--- config.mk ---
export PLATFORM = sky130hd
export DESIGN_NAME = forward_mem_hist
export DESIGN_NICKNAME = d
export VERILOG_FILES = /design/src/rtl/forward_mem_hist.sv
export SDC_FILE = /design/constraint.sdc
export NUM_CORES = 1
export LEC_CHECK = 0
export CORE_UTILIZATION = 45
export DETAILED_ROUTE_END_ITERATION = 12
export PLACE_DENSITY = 0.85
export SETUP_SLACK_MARGIN = 0.2
export SYNTH_ARGS = -nofsm -noshare
export SYNTH_HDL_FRONTEND = slang
export SYNTH_SLANG_ARGS = --single-unit
export TNS_END_PERCENT = 5
--- constraint.sdc ---
create_clock -name clk -period 4.78 [get_ports clk]
set_input_delay 1.195 -clock clk [delete_from_list [all_inputs] [get_ports clk]]
set_output_delay 1.195 -clock clk [all_outputs]
set_load 0.05 [all_outputs]
--- src/rtl/forward_mem_hist.sv ---
// forward_mem_hist: store-data forwarding for a store in the MEM stage.
// The current writeback and a DEPTH-entry history of recent writebacks are
// searched for the store's Rt register. The youngest match supplies the
// store data, and its age is reported.
// Optional build macro FORWARD_MEM_HIST_STATS_EN adds a saturating 16-bit
// fwdCount output that counts unstalled forwarding cycles.
module forward_mem_hist #(
    parameter int          REG_W  = 3,
    parameter int          DATA_W = 16,
    parameter int unsigned DEPTH  = 2
) (
    input  logic              clk,
    input  logic              rst,
    input  logic              stall,
    input  logic              flush,
    input  logic              wbEn,
    input  logic [REG_W-1:0]  wbReg,
    input  logic [DATA_W-1:0] wbData,
    input  logic              MemWriteExMem,
    input  logic              RtValidExMem,
    input  logic [REG_W-1:0]  RtExMem,
    input  logic [DATA_W-1:0] rtDataExMem,
    output logic [DATA_W-1:0] storeData,
    output logic              forwardC,
    output logic [2:0]        fwdAge
`ifdef FORWARD_MEM_HIST_STATS_EN
    ,
    output logic [15:0]       fwdCount
`endif
);

    logic              hist_valid [DEPTH];
    logic [REG_W-1:0]  hist_reg   [DEPTH];
    logic [DATA_W-1:0] hist_data  [DEPTH];

    logic              hit;
    logic [DATA_W-1:0] hit_data;
    logic [2:0]        hit_age;

    // History shift register: flush clears valids, stall holds, otherwise shift in writeback
    always_ff @(posedge clk or posedge rst) begin
        if (rst) begin
            for (int unsigned i = 0; i < DEPTH; i++) begin
                hist_valid[i] <= 1'b0;
                hist_reg[i]   <= '0;
                hist_data[i]  <= '0;
            end
        end else if (flush) begin
            for (int unsigned i = 0; i < DEPTH; i++) begin
                hist_valid[i] <= 1'b0;
            end
        end else if (!stall) begin
            for (int unsigned i = 1; i < DEPTH; i++) begin
                hist_valid[i] <= hist_valid[i-1];
                hist_reg[i]   <= hist_reg[i-1];
                hist_data[i]  <= hist_data[i-1];
            end
            hist_valid[0] <= wbEn;
            hist_reg[0]   <= wbReg;
            hist_data[0]  <= wbData;
        end
    end

    // Priority match: scan oldest to youngest so the youngest match overrides.
    // The current writeback is checked last and therefore wins.
    // With DEPTH=8 the oldest entry's age (8) does not fit the 3-bit port and wraps to 0.
    always_comb begin
        hit      = 1'b0;
        hit_data = '0;
        hit_age  = '0;
        for (int unsigned k = 0; k < DEPTH; k++) begin
            if (hist_valid[DEPTH-1-k] && (hist_reg[DEPTH-1-k] == RtExMem)) begin
                hit      = 1'b1;
                hit_data = hist_data[DEPTH-1-k];
                hit_age  = 3'(DEPTH - k);
            end
        end
        if (wbEn && (wbReg == RtExMem)) begin
            hit      = 1'b1;
            hit_data = wbData;
            hit_age  = '0;
        end
    end

    // Output select: forward only for a real store with a valid Rt field
    always_comb begin
        forwardC  = 1'b0;
        storeData = rtDataExMem;
        fwdAge    = '0;
        if (MemWriteExMem && RtValidExMem && hit) begin
            forwardC  = 1'b1;
            storeData = hit_data;
            fwdAge    = hit_age;
        end
    end

`ifdef FORWARD_MEM_HIST_STATS_EN
    // Saturating count of unstalled forwarding cycles; flush does not affect it
    always_ff @(posedge clk or posedge rst) begin
        if (rst) begin
            fwdCount <= '0;
        end else if (forwardC && !stall && (fwdCount != 16'hFFFF)) begin
            fwdCount <= fwdCount + 16'd1;
        end
    end
`endif

endmodule

==> reports/metrics.cfg <==
[outcome]
status=finished, final reports clean

[timing]
period_share=0.935
setup_tns_ns=0
drv_slew=0
setup_violations=0
relSlewSlack=0.314
max_freq_mhz=224
fin_skew_ns=0.00201
tightest_slew_ns=1.03
hold_violations=0
rsz0062_at_grt=true
fin_crit_ns=4.47

[route]
initialDrtViolationCount=64
via_count=1580
wl_um=4340
met3_length_um=203
drt-met1-wl_um=1930
highest_layer=met4
drc=0
dr_wl_met2_um=2160
drt-pass1-iter-count=4
antenna_left=0
wl_per_cell_um=14.6
routed_via_density=5.30

[setup_path]
setup.worst_path.start_class=input port
crit_start=RtExMem[0]
path_class=in -> out
cp_max_fo=9
critPathRequiredTime_ns=3.59
worst_setup_path_end_kind=output port
cp.arrival_ns=3.28
rr_startpoint=hist_reg[5]

[floorplan]
top_level_ports=65
die-height_um=72.2
core_mm2=0.00472
start_util=0.469
rows=25
dieArea_mm2=0.00521
die_w_um=72.2

[synthesis]
synth_area_mm2=0.00221
synth_edf_count=0
ys_ff_latch=40
synth_mux_area_frac=0.299
synth-compound-area-share=0.0797
yosysTopAreaCell=dfrtp_1
synth_xor_area_frac=0.0356
synthFlopType=dfrtp_1
syn-instance-count=163
yosysSeqAreaShare=0.452
syn_nets=208
synth_top_area_frac=0.452
synth_warnings=0
synth_top_family_by_area=multiplexers
netlist_top_cells_area=dfrtp_1, mux2_2, a221o_1
syn_area_per_cell_um2=13.6
async_flop_share=1.00
yosys.cell_count.top_type=mux2_2
yosys-top-cells-count=mux2_2, dfrtp_1, a221o_1, nor3b_1
synth-simple-area-share=0.0932
ys_types=24
synth_adder_area_share=0

[power_and_ir_drop]
p_per_area_mw_per_mm2=310
leakage_nw=1.28
peakVddDrop_v=0.000209

[clock_tree]
clock_path_buffers=2
cts_made_buffers=5
cts_setup_buffers=0
cts_tree=done
clock-root-buffer=clkbuf_8
cts_max_level=2
clock-sinks=40
insertion_delay_ns=0.28
clkTransAtPathRegs_ns=0.07

[placement]
hpwl_um=3230
gp_congestion=0.806
io_buffers=63

[cells_and_area]
syn_to_final_growth_pct=41.9
n_antenna_cell=0
seqCellArea_mm2=0.00100
multiInputGateArea_mm2=0.00114
finalNetCount=275
n_fill_cell=346
drive_above_1_share=0.416
post-route-util=0.665
largest_reg_flops=32

[global_route]
gr-total-overflow=0
track_usage=0.189
grt_pass1_wl_um=7560
antenna_found_initial=0
grt_pass1_vias=1612
grt_max_degree=41

[worst_hold_path]
hp-class=reg -> reg
hold_path.startpoint=hist_data[12]

[run]
cap_violations=0

==> placed cells by master, fill, tap and decap left out, types with 2 or more instances in the layout <==
| cell type | count |
|---|---|
| mux2_2 | 45 |
| clkdlybuf4s50_1 | 44 |
| dfrtp_1 | 40 |
| nor3b_1 | 16 |
| a221o_1 | 16 |
| buf_4 | 16 |
| buf_12 | 11 |
| xnor2_1 | 9 |
| mux2_4 | 9 |
| clkbuf_8 | 7 |
| mux2i_1 | 2 |
| nor2_1 | 2 |
==> final timing paths <==
check	to	slack, ns	depth (start not counted)
setup / recovery	storeData[15]	0.31	8
hold / removal	hist_data[12]	0.51	1
setup reg to reg	hist_reg[2]	3.98	1
hold reg to reg	hist_data[12]	0.51	1
max in group asynchronous	hist_reg[3]	3.11	3
min in group asynchronous	hist_valid[0]	1.32	3
==> cell type report <==
class / count / share of cell area
Clock buffer: 7 / 0.0307
Clock inverter: 1 / 0.00955
Inverter: 1 / 0.00119
Multi-Input combinational cell: 110 / 0.361
Sequential cell: 40 / 0.318
Tap cell: 67 / 0.0267
Timing Repair Buffer: 72 / 0.252
==> critical path, cell delays in order <==
cell and delay, ns:
clkdlybuf4s50_1 0.55, xnor2_1 0.14, and4_2 0.37, nor2b_4 0.07, a21oi_4 0.16, buf_4 0.23
mux2_2 0.36, buf_4 0.19
==> per-stage QoR <==
step	setup WS (ns)	hold WS [ns]	power (mW)	cell area, um2	cells
6_report	0.310	0.512	0.973	3140	298
3_5_place_dp	0.154	0.498	0.688	3010	290
2_1_floorplan	0.707	0.482	0.592	2210	163
3_3_place_gp	0.221	0.492	0.678	3010	290
5_1_grt	0.196	0.535	1.03	3140	298
4_1_cts	0.232	0.516	0.983	3140	298
==> metal layers <==
layer / GRT usage / up-vias
li1: - / 747
met1: 0.251 / 785
met2: 0.306 / 44
met3: 0.0458 / 4
met4: 0.0610 / 0
met5: 0 / -
==> cells by family (layout without fill, tap and decap cells) <==
logic type	count (synthesis)	count (layout)
AOI/OAI and AO/OA	17	17
buffers and inverters	13	81
and+or+nand+nor	27	27
DFF	40	40
xor gates and xnor gates	9	9
other	1	1
muxes	56	56
==> where the power goes <==
| group | switching, mW | total (mW) | internal, mW |
|---|---|---|---|
| Combinational | 0.0960 | 0.238 | 0.142 |
| Clock | 0.110 | 0.294 | 0.184 |
| Sequential | 0.0388 | 0.441 | 0.402 |
| Total | 0.245 | 0.973 | 0.728 |
==> timing repair <==
action	in CTS	in global routing
endpoints found under the setup margin	11	11
gates resized for setup	1	1
hold buffers	0	0
Note: power is estimated with default switching activity, not from simulation.
